File: src/rtl/cbus_rr_arbiter.sv
// Round-robin arbiter that funnels several upstream cbus masters onto one
// memory-side cbus. One grant is held for a whole burst; a burst ends only
// when the memory side returns ready together with last.

package cbus_pkg;

  typedef struct packed {
    logic        valid;
    logic        is_write;
    logic [2:0]  size;
    logic [31:0] addr;
    logic [3:0]  strobe;
    logic [31:0] data;
    logic [7:0]  len;
  } cbus_req_t;

  typedef struct packed {
    logic        ready;
    logic        last;
    logic [31:0] data;
  } cbus_resp_t;

endpackage

module cbus_rr_arbiter
  import cbus_pkg::*;
#(
  parameter int unsigned NUM_INPUTS = 2
) (
  input  logic       clk,
  input  logic       reset,
  input  cbus_req_t  ireqs  [NUM_INPUTS],
  output cbus_resp_t iresps [NUM_INPUTS],
  output cbus_req_t  oreq,
  input  cbus_resp_t oresp
);

  localparam int unsigned SelW = $clog2(NUM_INPUTS);

  typedef enum logic {StIdle, StBusy} state_e;

  state_e          r_state;
  logic [SelW-1:0] r_sel;
  logic [SelW-1:0] r_rr_ptr;

  logic            w_found;
  logic [SelW-1:0] w_pick;
  logic [SelW-1:0] w_ptr_next;
  logic            w_done;

  // Pick the first valid master at or after the round-robin pointer. The scan
  // runs from the farthest offset down so the nearest valid one wins.
  always_comb begin
    w_found = 1'b0;
    w_pick  = r_rr_ptr;
    for (int k = int'(NUM_INPUTS) - 1; k >= 0; k--) begin
      logic [SelW-1:0] idx;
      idx = SelW'((32'(r_rr_ptr) + 32'(k)) % NUM_INPUTS);
      if (ireqs[idx].valid) begin
        w_found = 1'b1;
        w_pick  = idx;
      end
    end
  end

  // Pointer advances to the master after the one just served.
  always_comb begin
    if (r_sel == SelW'(NUM_INPUTS - 1)) begin
      w_ptr_next = '0;
    end else begin
      w_ptr_next = r_sel + SelW'(1);
    end
    w_done = oresp.ready & oresp.last;
  end

  // Grant FSM: latch the winner on entry to BUSY, hold it until the last beat.
  always_ff @(posedge clk or posedge reset) begin
    if (reset) begin
      r_state  <= StIdle;
      r_sel    <= '0;
      r_rr_ptr <= '0;
    end else begin
      case (r_state)
        StIdle: begin
          if (w_found) begin
            r_sel   <= w_pick;
            r_state <= StBusy;
          end
        end
        StBusy: begin
          if (w_done) begin
            r_state  <= StIdle;
            r_rr_ptr <= w_ptr_next;
          end
        end
        default: r_state <= StIdle;
      endcase
    end
  end

  // Live pass-through of the granted master; everything zero otherwise. The
  // reset term keeps outputs quiet for the whole time reset is held.
  always_comb begin
    oreq = '0;
    for (int i = 0; i < int'(NUM_INPUTS); i++) begin
      iresps[i] = '0;
    end
    if (r_state == StBusy && !reset) begin
      oreq          = ireqs[r_sel];
      iresps[r_sel] = oresp;
    end
  end

endmodule

File: config.mk
export PLATFORM = sky130hd
export DESIGN_NAME = cbus_rr_arbiter
export DESIGN_NICKNAME = d
export VERILOG_FILES = /design/src/rtl/cbus_rr_arbiter.sv
export SDC_FILE = /design/constraint.sdc
export NUM_CORES = 1
export LEC_CHECK = 0
export CORE_AREA = 5 5 130 132
export DETAILED_ROUTE_END_ITERATION = 10
export DIE_AREA = 0 0 135 137
export PLACE_DENSITY = 0.53
export SYNTH_ARGS = -nofsm -noshare
export SYNTH_HDL_FRONTEND = slang
export SYNTH_SLANG_ARGS = --single-unit
File: constraint.sdc
create_clock -name clk -period 3.05 [get_ports clk]
set_clock_uncertainty 0.15 [all_clocks]
set_input_delay 0.915 -clock clk [delete_from_list [all_inputs] [get_ports clk]]
set_output_delay 0.915 -clock clk [all_outputs]
set_load 0.02 [all_outputs]
[Yosys cells after proc, flatten, opt, wreduce, memory -nomap -nowiden]
Index checks and enable logic that the tools add are counted.
Operators by class
  add/subtract/negate cells: 2
  $mul: 0
  div/mod/pow operators: 0
  order comparisons: 4
  eq/ne operators: 0
  shifts and indexed selects: 0
  mux-type cells: 21
  bitwise gates (word level): 6
  reductions and logical operators: 5
Operators by type and width (count)
  81-bit 2-to-1 mux: 10
  68-bit AND: 1
  68-bit 2-to-1 mux: 1
  34-bit demux with 1-bit select: 1
  34-bit 2-to-1 mux: 1
  1-bit 2-to-1 mux: 7
  2-bit greater-or-equal comparator, second input constant: 3
  1-bit inverter with 2-bit output: 3
  2-bit AND reduction: 2
  1-bit adder, second input constant: 2
  1-bit logical AND: 2
  2-bit by 1-bit < comparator with 1-bit output, second input constant: 1
  1-bit one-hot mux with 2 select lines: 1
  1-bit AND: 1
  1-bit zero test: 1
  1-bit inverter: 1
Storage, ports and cells
  register bits after elaboration: 3
  bits in latches: 0
  RAM bits: 0
  memory bits (read-only): 0
  output and inout bits: 149
  logic and storage cells: 41
  memories kept: 0

[Longest topological paths before layout]
Gate-level depths: netlist of the first run.
  word-level depth: 9
  gate-level depth with buffers: 5
  depth with buffers taken out: 2

[Worst setup path after synthesis of the first run]
OpenSTA, ideal clock, no wires.
  kind: input -> output
  start: input reset
  end: output oreq[40] (netlist name)
  arrival: 1.644 ns
  data required time: 1.985 ns
  slack: 0.341 ns
  stages on the path: 4
  cells stage by stage: nand2b_1 -> buf_6 -> buf_2 -> nor2_1
RTL lines
  start: declaration: RTL line 31  | input logic reset,
  end: declaration: RTL line 34  | output cbus_req_t oreq,

==> summary.md, run 1 <==
| Metric | Value |
|---|---|
| Synth cell types | 19 |
| Vias in the first global route | 3,613 |
| Mean Syn Cell Area | 6.58 sq um |
| Initial antenna violation count | 1 |
| Cts hold-fix bufs | 0 |
| Post-synthesis cell count | 308 |
| Drt initial violations | 66 |
| Clk pin slew, worst setup/hold paths | 30 ps |
| CP required | 1980 ps |
| CTS buffer count | 3 |
| Status | finished, final reports clean |
| Fmax | 0.331 GHz |
| Area growth from synthesis to layout | 183% |
| RSZ-0062 raised after global routing | true |
| Setup violations, final | 0 |
| Leak | 2.79 nW |
| FP Rows | 46 |
| Register area share after synthesis | 3.71% |
| Pin count of the biggest net entering global routing | 35 |
| Clk sink count | 3 |
| Root buf cell | clkbuf_16 |
| CP Class | input pin to output port |
| DR WL/cell | 16.2 microns |
| Fin nets | 850 |
| DRC viols | 0 |
| Placeable Area | 15,600 sq um |
| Hold WS | 417 ps |
| GRT Util Overall | 13.5% |
| Clock Latency Late Sink | 220 ps |
| Die area | 18,500 sq um |
| CTS tree | built |
| Crit path capture type | output port |
| Number of synthesis warnings | 0 |
| Mapped Area | 2030 sq um |
| GPL Wtd Cong | 0.768 |
| Min cycle time layout | 3020 ps |
| Number of primary I/O pins | 347 |
| Worst relative slew slack | 75.9% |
| Final Hold Viols | 0 |
| Maxcap violations | 0 |
| Final Max Tran Viols | 0 |
| Vias | 3,415 |
| Die span in y | 137 microns |
| Critical-path maximum fanout | 11 |
| Post-DRT Antenna Nets | 0 |
| Cell area power density | 322 nW/um^2 |
| Layout cells sized above 1 | 19.4% |
| WL final | 14,100 microns |
| CTS H-tree depth | 1 |
| Die width | 135 microns |
| Routed vias/inst | 3.93 |
| IO buf count | 346 |
| Worst slew pin tran | 361 ps |
| Post-Route Setup TNS | 0 ps |
| HP Class | flop to flop |
| Crit path arrival time | 1950 ps |
| First drt pass iteration count | 4 |
| First-pass GRT wire length | 19,900 microns |
| Syn_nets | 506 |
| Post-DP HPWL | 11,500 microns |
| Initial core utilization | 13.0% |
| Startpoint types | input pin |
| Synth Register Bits | 3 |
| Tcrit/Tclk final | 99.0% |
| Clock Path Buffers | 2 |
| Grt total ovfl | 0 |
| Max IR drop VDD | 0.163 mV |
==> worst max-delay path, cell delays in order <==
cell	delay [ps]
clkdlybuf4s15_2	200
nand2b_4	190
buf_6	170
buf_16	150
nor3b_4	180
buf_6	140
==> logic make-up (layout without fill, tap and decap cells) <==
| kind of cell | count (synthesis) | after routing | synth area share, % |
|---|---|---|---|
| other cells | 0 | 1 | 0 |
| buf+inv | 31 | 374 | 14.5 |
| compound gates | 4 | 4 | 1.48 |
| simple gates | 189 | 189 | 40.3 |
| mux | 81 | 81 | 40.0 |
| flops | 3 | 3 | 3.71 |
==> Yosys cell counts <==
library cell	instances	area, sq um
dfrtp_1	3	75.1
nand2b_1	35	219
mux2i_1	81	811
buf_8	1	15.0
nand2_1	2	7.51
a31oi_1	2	12.5
buf_6	6	67.6
buf_2	7	35.0
nor2_1	147	552
inv_1	1	3.75
nor3b_2	1	12.5
a41oi_1	1	8.76
nor2b_1	2	12.5
buf_4	8	60.1
a2bb2oi_1	1	8.76
nor3_1	1	5.00
and4_1	1	8.76
clkbuf_1	3	11.3
buf_12	5	100
==> routing by layer <==
| metal | GRT usage, % | share of wire (%) |
|---|---|---|
| met5 | 0 | 0 |
| met3 | 4.08 | 9.0 |
| met4 | 2.52 | 1.4 |
| met2 | 26.6 | 54 |
| met1 | 14.2 | 35 |
==> area by class of cell <==
class / count / area, sq um
Inverter: 1 / 3.75
Tap cell: 216 / 270
Clock buffer: 4 / 78.8
Multi-Input combinational cell: 274 / 1700
Fill cell: 1645 / 9870
Timing Repair Buffer: 369 / 3600
Antenna cell: 1 / 2.50
Sequential cell: 3 / 78.8
==> timing repair <==
item,CTS,global route
setup endpoints to repair,149,13
pin swaps,0,0
gates resized for setup,391,15
buffers inserted,1,0
gates cloned,3,0
endpoints found under the hold margin,0,0
==> power by group <==
| part | internal, W | switching [W] | total [W] | leakage (nW) |
|---|---|---|---|---|
| registers | 0.0000511 | 0.0000117 | 0.0000628 | 0.0318 |
| logic | 0.000786 | 0.000790 | 0.00158 | 2.72 |
| clock network | 0.000172 | 0.0000342 | 0.000207 | 0.0382 |
| total | 0.00101 | 0.000836 | 0.00185 | 2.79 |
==> state kept, by name, summed over array words and instances, names as in the netlist <==
signal	flops
r_rr_ptr	1
r_sel	1
r_state	1
==> stage by stage <==
| step | area [sq um] | setup slack (ps) | util (%) | std cells | power, W |
|---|---|---|---|---|---|
| after floorplan | 2030 | 341 | - | 308 | 0.00101 |
| after global routing | 5730 | -37.7 | 36.7 | 868 | 0.00197 |
| final | 5730 | 31.4 | 36.7 | 868 | 0.00185 |
| after CTS | 5730 | 6.17 | 36.7 | 867 | 0.00187 |
| after global placement | 5690 | -606 | 36.5 | 859 | 0.00172 |
| after detailed placement | 5690 | -600 | 36.5 | 859 | 0.00173 |
==> final timing paths <==
path,from,end,slack (ps),cells past startpoint
worst max-delay path,reset,iresps[58],30,6
worst min-delay path,r_rr_ptr,r_sel,420,2
worst max register to register,r_sel,r_sel,1890,2
worst min register to register,r_rr_ptr,r_sel,420,2
max in group asynchronous,reset,r_sel,1740,5
min in group asynchronous,reset,r_rr_ptr,900,5
==> layout by cell type, fill, tap and decap left out, types with 2 or more instances in the layout <==
cell	synthesis	routed
clkdlybuf4s50_1	0	195
nor2_1	147	138
mux2i_1	81	81
dlygate4sd2_1	0	58
clkdlybuf4s15_2	0	42
nand2b_1	35	34
buf_4	8	29
buf_2	7	26
nor2_2	0	8
buf_12	5	7
clkdlybuf4s15_1	0	5
clkbuf_16	0	3
buf_6	6	3
a31oi_1	2	2
nand2_1	2	2
nor2b_1	2	2
buf_16	0	2
dfrtp_1	3	2
Note: power is estimated with default switching activity, not from simulation.
==> inputs of run 2 (changes only) <==
- CTS_CLUSTER_DIAMETER: default -> 100
==> results of run 2 <==
Final layout, timing and power as in run 1 (identical DEF).
